### src/rtl/multi_cycle_control_if.sv
//==============================================================================
// Module      : multi_cycle_control_if
// Description : Opcode/flag inputs and datapath control outputs of the
//               multi-cycle controller.
// Revision    : 1.0 - initial release
//==============================================================================
`default_nettype none

interface multi_cycle_control_if;
    logic [5:0] opCode;
    logic       zero;
    logic       PCWre;
    logic       IRWre;
    logic       InsMemRW;
    logic       ALUSrcA;
    logic       ALUSrcB;
    logic       ALUM2Reg;
    logic       RegWre;
    logic       RegOut;
    logic       ExtSel;
    logic       DataMemRW;
    logic       halted;
    logic [1:0] PCSrc;
    logic [2:0] ALUOp;
    logic [2:0] state;

    modport master (
        output opCode, zero,
        input  PCWre, IRWre, InsMemRW, ALUSrcA, ALUSrcB, ALUM2Reg, RegWre,
               RegOut, ExtSel, DataMemRW, halted, PCSrc, ALUOp, state
    );

    modport slave (
        input  opCode, zero,
        output PCWre, IRWre, InsMemRW, ALUSrcA, ALUSrcB, ALUM2Reg, RegWre,
               RegOut, ExtSel, DataMemRW, halted, PCSrc, ALUOp, state
    );
endinterface

`default_nettype wire

### src/rtl/multi_cycle_control.sv
//==============================================================================
// Module      : multi_cycle_control
// Description : Multi-cycle CPU control FSM; only state and halt flag are
//               registered, all control outputs are decoded combinationally.
// Revision    : 1.0 - initial release
//==============================================================================
`default_nettype none

module multi_cycle_control (
    input  wire logic             CLK,
    input  wire logic             Reset,
    multi_cycle_control_if.slave  bus
);

    typedef enum logic [2:0] {
        S_IF     = 3'b000,
        S_ID     = 3'b001,
        S_EXE_LS = 3'b010,
        S_MEM    = 3'b011,
        S_WB_LD  = 3'b100,
        S_EXE_BR = 3'b101,
        S_EXE_AL = 3'b110,
        S_WB_AL  = 3'b111
    } state_t;

    localparam logic [5:0] c_OP_ADD  = 6'b000000;
    localparam logic [5:0] c_OP_ADDI = 6'b000001;
    localparam logic [5:0] c_OP_SUB  = 6'b000010;
    localparam logic [5:0] c_OP_ORI  = 6'b010000;
    localparam logic [5:0] c_OP_AND  = 6'b010001;
    localparam logic [5:0] c_OP_OR   = 6'b010010;
    localparam logic [5:0] c_OP_SLL  = 6'b011000;
    localparam logic [5:0] c_OP_SLTI = 6'b011011;
    localparam logic [5:0] c_OP_SW   = 6'b100110;
    localparam logic [5:0] c_OP_LW   = 6'b100111;
    localparam logic [5:0] c_OP_BEQ  = 6'b110000;
    localparam logic [5:0] c_OP_BNE  = 6'b110001;
    localparam logic [5:0] c_OP_J    = 6'b111000;
    localparam logic [5:0] c_OP_HALT = 6'b111111;

    state_t state_q, state_d;
    logic   halt_q,  halt_d;

    logic w_add, w_addi, w_sub, w_ori, w_and, w_or, w_sll, w_slti;
    logic w_sw, w_lw, w_beq, w_bne, w_j, w_halt;
    logic w_alu, w_mem, w_br, w_nop, w_dec_en;
    logic [2:0] w_aluop;

    assign w_add  = (bus.opCode == c_OP_ADD);
    assign w_addi = (bus.opCode == c_OP_ADDI);
    assign w_sub  = (bus.opCode == c_OP_SUB);
    assign w_ori  = (bus.opCode == c_OP_ORI);
    assign w_and  = (bus.opCode == c_OP_AND);
    assign w_or   = (bus.opCode == c_OP_OR);
    assign w_sll  = (bus.opCode == c_OP_SLL);
    assign w_slti = (bus.opCode == c_OP_SLTI);
    assign w_sw   = (bus.opCode == c_OP_SW);
    assign w_lw   = (bus.opCode == c_OP_LW);
    assign w_beq  = (bus.opCode == c_OP_BEQ);
    assign w_bne  = (bus.opCode == c_OP_BNE);
    assign w_j    = (bus.opCode == c_OP_J);
    assign w_halt = (bus.opCode == c_OP_HALT);

    assign w_alu = w_add | w_addi | w_sub | w_ori | w_and | w_or | w_sll | w_slti;
    assign w_mem = w_sw | w_lw;
    assign w_br  = w_beq | w_bne;
    assign w_nop = ~(w_alu | w_mem | w_br | w_j | w_halt);

    always_comb begin
        state_d = state_q;
        halt_d  = halt_q;
        case (state_q)
            S_IF:     state_d = halt_q ? S_IF : S_ID;
            S_ID: begin
                if (w_alu)      state_d = S_EXE_AL;
                else if (w_mem) state_d = S_EXE_LS;
                else if (w_br)  state_d = S_EXE_BR;
                else            state_d = S_IF;
                if (w_halt)     halt_d  = 1'b1;
            end
            S_EXE_AL: state_d = S_WB_AL;
            S_WB_AL:  state_d = S_IF;
            S_EXE_LS: state_d = S_MEM;
            S_MEM:    state_d = w_lw ? S_WB_LD : S_IF;
            S_WB_LD:  state_d = S_IF;
            S_EXE_BR: state_d = S_IF;
            default:  state_d = S_IF;
        endcase
    end

    always_ff @(posedge CLK or negedge Reset) begin
        if (!Reset) begin
            state_q <= S_IF;
            halt_q  <= 1'b0;
        end else begin
            state_q <= state_d;
            halt_q  <= halt_d;
        end
    end

    // Opcode-decoded datapath selects are held at zero during fetch.
    assign w_dec_en = (state_q != S_IF);

    always_comb begin
        w_aluop = 3'b000;
        if (w_sub | w_beq | w_bne) w_aluop = 3'b001;
        else if (w_ori | w_or)     w_aluop = 3'b011;
        else if (w_and)            w_aluop = 3'b100;
        else if (w_sll)            w_aluop = 3'b010;
        else if (w_slti)           w_aluop = 3'b110;
    end

    assign bus.PCWre     = ((state_q == S_ID) & (w_j | w_nop))
                         | (state_q == S_EXE_BR)
                         | ((state_q == S_MEM) & w_sw)
                         | (state_q == S_WB_AL)
                         | (state_q == S_WB_LD);
    // Reset gates the fetch strobes directly so they drop without a clock.
    assign bus.IRWre     = Reset & (state_q == S_IF) & ~halt_q;
    assign bus.InsMemRW  = Reset & (state_q == S_IF) & ~halt_q;
    assign bus.PCSrc     = ((state_q == S_ID) & w_j) ? 2'b10 :
                           ((state_q == S_EXE_BR) &
                            ((w_beq & bus.zero) | (w_bne & ~bus.zero))) ? 2'b01 : 2'b00;
    assign bus.RegWre    = (state_q == S_WB_AL) | (state_q == S_WB_LD);
    assign bus.DataMemRW = (state_q == S_MEM) & w_sw;
    assign bus.ALUM2Reg  = (state_q == S_WB_LD);
    assign bus.ALUSrcA   = w_dec_en & w_sll;
    assign bus.ALUSrcB   = w_dec_en & (w_addi | w_ori | w_slti | w_sw | w_lw);
    assign bus.RegOut    = w_dec_en & ~(w_addi | w_ori | w_slti | w_lw);
    assign bus.ExtSel    = w_dec_en & ~w_ori;
    assign bus.ALUOp     = w_dec_en ? w_aluop : 3'b000;
    assign bus.halted    = halt_q;
    assign bus.state     = state_q;

endmodule

`default_nettype wire
### src/flat_wrapper.sv
// flat-port wrapper written by rule: the top's interface ports become plain ports
module multi_cycle_control_flat 
  (CLK, Reset, bus_opCode, bus_zero, bus_PCWre, bus_IRWre, bus_InsMemRW, bus_ALUSrcA, bus_ALUSrcB, bus_ALUM2Reg, bus_RegWre, bus_RegOut, bus_ExtSel, bus_DataMemRW, bus_halted, bus_PCSrc, bus_ALUOp, bus_state);
  multi_cycle_control_if bus_i ();
  input  wire logic CLK;
  input  wire logic Reset;
  input wire logic [$bits(bus_i.opCode)-1:0] bus_opCode;
  input wire logic [$bits(bus_i.zero)-1:0] bus_zero;
  output wire logic [$bits(bus_i.PCWre)-1:0] bus_PCWre;
  output wire logic [$bits(bus_i.IRWre)-1:0] bus_IRWre;
  output wire logic [$bits(bus_i.InsMemRW)-1:0] bus_InsMemRW;
  output wire logic [$bits(bus_i.ALUSrcA)-1:0] bus_ALUSrcA;
  output wire logic [$bits(bus_i.ALUSrcB)-1:0] bus_ALUSrcB;
  output wire logic [$bits(bus_i.ALUM2Reg)-1:0] bus_ALUM2Reg;
  output wire logic [$bits(bus_i.RegWre)-1:0] bus_RegWre;
  output wire logic [$bits(bus_i.RegOut)-1:0] bus_RegOut;
  output wire logic [$bits(bus_i.ExtSel)-1:0] bus_ExtSel;
  output wire logic [$bits(bus_i.DataMemRW)-1:0] bus_DataMemRW;
  output wire logic [$bits(bus_i.halted)-1:0] bus_halted;
  output wire logic [$bits(bus_i.PCSrc)-1:0] bus_PCSrc;
  output wire logic [$bits(bus_i.ALUOp)-1:0] bus_ALUOp;
  output wire logic [$bits(bus_i.state)-1:0] bus_state;
  assign bus_i.opCode = bus_opCode;
  assign bus_i.zero = bus_zero;
  assign bus_PCWre = bus_i.PCWre;
  assign bus_IRWre = bus_i.IRWre;
  assign bus_InsMemRW = bus_i.InsMemRW;
  assign bus_ALUSrcA = bus_i.ALUSrcA;
  assign bus_ALUSrcB = bus_i.ALUSrcB;
  assign bus_ALUM2Reg = bus_i.ALUM2Reg;
  assign bus_RegWre = bus_i.RegWre;
  assign bus_RegOut = bus_i.RegOut;
  assign bus_ExtSel = bus_i.ExtSel;
  assign bus_DataMemRW = bus_i.DataMemRW;
  assign bus_halted = bus_i.halted;
  assign bus_PCSrc = bus_i.PCSrc;
  assign bus_ALUOp = bus_i.ALUOp;
  assign bus_state = bus_i.state;
  multi_cycle_control u_core (.CLK(CLK), .Reset(Reset), .bus(bus_i));
endmodule
### config.mk
export PLATFORM = sky130hd
export DESIGN_NAME = multi_cycle_control_flat
export DESIGN_NICKNAME = d
export VERILOG_FILES = /design/src/rtl/multi_cycle_control_if.sv /design/src/rtl/multi_cycle_control.sv /design/src/flat_wrapper.sv
export SDC_FILE = /design/constraint.sdc
export NUM_CORES = 1
export LEC_CHECK = 0
export ABC_AREA = 1
export BUFFER_PORTS_ARGS = -buffer_cell sky130_fd_sc_hd__buf_2
export CORE_UTILIZATION = 44
export DETAILED_ROUTE_END_ITERATION = 6
export PLACE_DENSITY = 0.76
export RECOVER_POWER = 50
export SETUP_SLACK_MARGIN = 0.15
export SYNTH_ARGS = -nofsm -noshare
export SYNTH_HDL_FRONTEND = slang
export SYNTH_SLANG_ARGS = --single-unit
### constraint.sdc
create_clock -name CLK -period 1.77 [get_ports CLK]
set_input_delay 0.2655 -clock CLK [delete_from_list [all_inputs] [get_ports CLK]]
set_output_delay 0.2655 -clock CLK [all_outputs]
set_load 0.01 [all_outputs]
## Yosys cells after proc, flatten, opt, wreduce, memory -nomap -nowiden

Cells that the tools add are included.

| word-level totals | value |
|---|---|
| register bits | 4 |
| bits of input ports | 9 |
| output and inout bits | 19 |
| word-level logic and storage cells | 86 |

| cells by class | value |
|---|---|
| equal/unequal tests | 20 |
| muxes and demuxes | 14 |
| bitwise operators | 45 |
| reduce and logical (&&, ||, !) cells | 5 |

Operators by type and width:

| operator | number |
|---|---|
| 6-bit == test, second input constant | 6 |
| 6-bit by 5-bit == test with 1-bit output, second input constant | 5 |
| 3-bit two-way mux | 10 |
| 1-bit bitwise OR | 28 |
| 3-bit case mux with 6 select lines | 1 |
| 1-bit AND | 12 |
| 3-bit == test, second input constant | 4 |
| 3-bit by 2-bit == test with 1-bit output, second input constant | 2 |
| 6-bit by 1-bit == test with 1-bit output, second input constant | 1 |
| 6-bit by 2-bit == test with 1-bit output, second input constant | 1 |
| 6-bit zero test | 1 |
| 1-bit inverter | 5 |
| 3-bit by 1-bit == test with 1-bit output, second input constant | 1 |
| 3-bit zero test | 1 |
| 3-bit nonzero test | 1 |
| 3-bit OR reduction | 1 |
| 1-bit two-way mux | 2 |
| 2-bit two-way mux | 1 |
| 2-bit AND reduction | 1 |

## Depth between registers and ports, before layout

| depth | value |
|---|---|
| depth after elaboration | 19 |
| mapped depth | 8 |
| gate-level depth less buffers | 8 |

## Worst setup path before layout

Ideal clock, no wire load.

| timing path | value |
|---|---|
| path type | flip-flop to output port |
| start | register u_core.state_q[2], in the netlist u_core.bus.state[2] |
| end | output bus_InsMemRW |
| data arrival time | 1.300 ns |
| data required time | 1.505 ns |
| slack | 0.204 ns |
| stages on the path, launching flop included | 5 |
| buffers on the path | 1 |
| cell sequence | dfrtp_1 -> nor3_4 -> nand2_1 -> nor2_1 -> buf_4 |

| on the way | value |
|---|---|
| cells in the longest elaborated chain, start to end | 3 |

Ends and longest elaborated chain:

| what | line | text |
|---|---|---|
| start: declaration | multi_cycle_control.sv:41 | `state_t state_q, state_d;` |
| start signal: assignment | multi_cycle_control.sv:96 | `state_q <= state_d;` |
| 3-bit zero test | - |  |
| 1-bit AND (2 in series) | - |  |
| end: declaration | flat_wrapper.sv:11 | `output wire logic [$bits(bus_i.InsMemRW)-1:0] bus_InsMemRW;` |

Every way passes these cells.

## Worst setup path after layout

| timing path | value |
|---|---|
| start | input Reset |
| end | output bus_InsMemRW |

| on the way | value |
|---|---|
| cells in the longest elaborated chain, start to end | 2 |

Ends and longest elaborated chain:

| what | line | text |
|---|---|---|
| start: declaration | flat_wrapper.sv:6 | `input wire logic Reset;` |
| 1-bit AND (2 in series) | multi_cycle_control.sv:120 | `assign bus.InsMemRW = Reset & (state_q == S_IF) & ~halt_q;` |

Every way passes these cells.

==> results by group <==
Worst setup path
  – Reg2Reg Launch Point: u_core.bus.state[0]
  – Critical path peak fanout: 5
  – RR Endpoint: u_core.bus.state[2]
  – Worst Setup Start Kind: input port
  – Crit path DAT: 1.40 ns
  – Register-to-Register Path Depth: 6
  – Sum of buffers and inverters on the critical path: 4
  – Critical path required time: 1.50 ns
  – Worst Setup End Kind: primary output
  – Slowest CP cell: dlygate4sd3_1
  – Reg2Reg Setup Slack: 0.59 ns
  – CP max stage delay: 0.54 ns
  – CP Cell Sequence: dlygate4sd3_1 > clkbuf_1 > inv_1 > nor2_2 > buf_2
  – Worst Path Class, Setup: in -> out
  – Worst path top cell family by delay: buffers and inverters

Placement
  – Gpl congestion: 0.897
  – Placed Cells: 139
  – DPL Wire Length: 1.33 mm
  – Port bufs: 27
  – Pre-CTS WS: 0.240 ns

Logic synthesis
  – Yosys top cell area share: 17.0%
  – Distinct cell type count after synthesis: 21
  – Syn Area/Cell: 5.95 um^2
  – FF+latch count, synth: 4
  – Synth Cell Area: 589 um^2
  – Synth warn: 0
  – Yosys top cell by area: dfrtp_1
  – Post-Syn Nets: 108
  – Post-synthesis sequential area ratio: 17.0%
  – Synth area leaders: dfrtp_1 (17%), nand2_1 (16%), nand3_1 (11%), nor2_1 (8.3%), inv_1 (7.6%)
  – Post-Syn Instances: 99

Pwr
  – Seq pwr share: 34.0%
  – Combinational power share: 23.5%
  – Lkg Pwr: 0.474 nW
  – Pwr dens: 325 mW/mm^2
  – Sw frac: 30.5%
  – Clock network power share: 42.5%
  – Internal Dissipation: 188 uW
  – VDD IR max: 0.000516 V
  – Power, Total: 270 uW
  – Switch Pwr: 82.2 uW

Die
  – Core area: 0.00117 mm^2
  – Die area: 0.00149 mm^2
  – Io pins: 28
  – Die height: 38.6 um
  – # rows: 12
  – Die Width: 38.6 um
  – Initial core utilization: 50.3%

Layout
  – Most frequent cells in the layout: nand2_1 (23), buf_2 (22), nand3_1 (13)
  – Fillcell total: 109
  – Antenna cells: 0
  – Nets: 145
  – Commonest non-fill, non-tap cell in the layout: nand2_1
  – Share of layout cells above drive strength 1: 38.8%
  – Layout Cells excl Fill: 148
  – Area delta synth->final: 40.8%

Clock tree
  – Max clock buf depth: 2
  – Worst-Skew Late Latency: 0.24 ns
  – H-tree depth: 1
  – Clock sink total: 4
  – Clock transition at path regs: 0.04 ns
  – CTS Buf Count: 3
  – Clock root buffer: clkbuf_4
  – CTS tree: done

Routing
  – Antenna-violating nets left: 0
  – Vias per inst: 5.32
  – Drt total wl: 1.82 mm
  – Drt initial violations: 25
  – DRT Pass-1 Iters: 4
  – Residual DRC: 0
  – Wire length per cell: 12.3 um
  – Detailed-route via count: 787

Timing
  – Unrepaired setup endpoints after global routing: true
  – Final slew viol count: 0
  – Slew HR: 79.0%
  – Final hold vios: 0
  – Hold WS: 0.430 ns
  – Least-Margin Pin Slew: 0.313 ns
  – Fin crit period: 1.67 ns
  – Final period util: 94.3%
  – Max Clock Freq: 599 MHz
  – Final setup fails: 0
  – Sum Neg Setup Slack: 0 ns
  – Setup ws final: 0.102 ns
  – Worst Skew: 0.00540 ns

Global routing
  – Vias in the first global route: 654
  – Gr usage total: 27.9%
  – Congestion Overflow GR: 0
  – Global-route wire length before repair: 2.88 mm
  – Initial antenna violation count: 0
  – Largest net degree at the start of global routing: 10

Status
  – Status: finished clean

Job
  – MaxCap Viol Count: 0

Hold path
  – Class of the worst hold path: in -> async
## power by group through the flow
stage | clock, mW | sequential, mW | combinational [mW]
finish | 0.115 | 0.0919 | 0.0633
global route | 0.122 | 0.0919 | 0.0706
CTS | 0.117 | 0.0919 | 0.0608
detailed placement | 0 | 0.0931 | 0.0591
global placement | 0 | 0.0931 | 0.0574
floorplan | 0 | 0.0931 | 0.0338
## repair_timing
item                                    CTS  global route
gates resized for setup                   7             4
pin swaps                                 3             3
hold endpoints to repair                  4             0
endpoints found under the setup margin    4            13
hold buffers                              1             0
buffers inserted                          5             0
## cells by family after synthesis
group	count (synthesis)	synth area share [%]
simple gates	70	62.6
compound gates	9	9.56
flops	4	17.0
buf+inv	16	10.8
## layer usage
| layer | up-vias | GRT usage (%) | share of wire [%] |
|---|---|---|---|
| met5 | - | 0 | 0 |
| met3 | 0 | 7.51 | 9.1 |
| met4 | 0 | 2.59 | 0 |
| met1 | 346 | 37.9 | 42 |
| li1 | 398 | - | - |
| met2 | 43 | 45.4 | 49 |
## area by class of cell
cell class                 count  area (um^2)  area share, %
sequential                     4          104           12.5
inverter                      15         56.3           6.79
clock buffer                   3         22.5           2.71
multi-input combinational     79          449           54.1
timing repair buffer          33          180           21.7
tap                           14         17.5           2.11
## worst max path at each step
stage / from / to / depth (start not counted)
after floorplan: u_core.bus.state[2] / bus_InsMemRW / 4
after global placement: u_core.bus.state[1] / bus_PCWre / 8
after detailed placement: u_core.bus.state[1] / bus_PCWre / 8
after CTS: u_core.bus.state[1] / bus_PCWre / 7
after global routing: u_core.bus.state[0] / bus_PCWre / 7
final: Reset / bus_InsMemRW / 5
## through the flow
step                      area [um^2]  util [%]
after floorplan                   589         -
after global placement            734      62.7
after detailed placement          734      62.7
after CTS                         822      70.2
after global routing              830      70.8
final                             830      70.8
## flip-flops by register name (all words and copies together), names as in the netlist
signal             count
u_core.bus.halted      1
u_core.bus.state       3
## cells in the mapped netlist
master,number
nor2_2,5
inv_2,3
nor3_4,1
nand3_1,13
nor2_1,13
o31ai_1,1
nand2_1,25
nand4_1,2
nand3b_4,1
nor3_2,1
inv_1,12
nor3_1,4
a31oi_1,2
dfrtp_1,4
a21oi_1,4
nand3_2,1
o21a_1,1
nor2_4,3
nor3b_1,1
a41oi_1,1
buf_4,1
(Power assumes the default switching activity.)
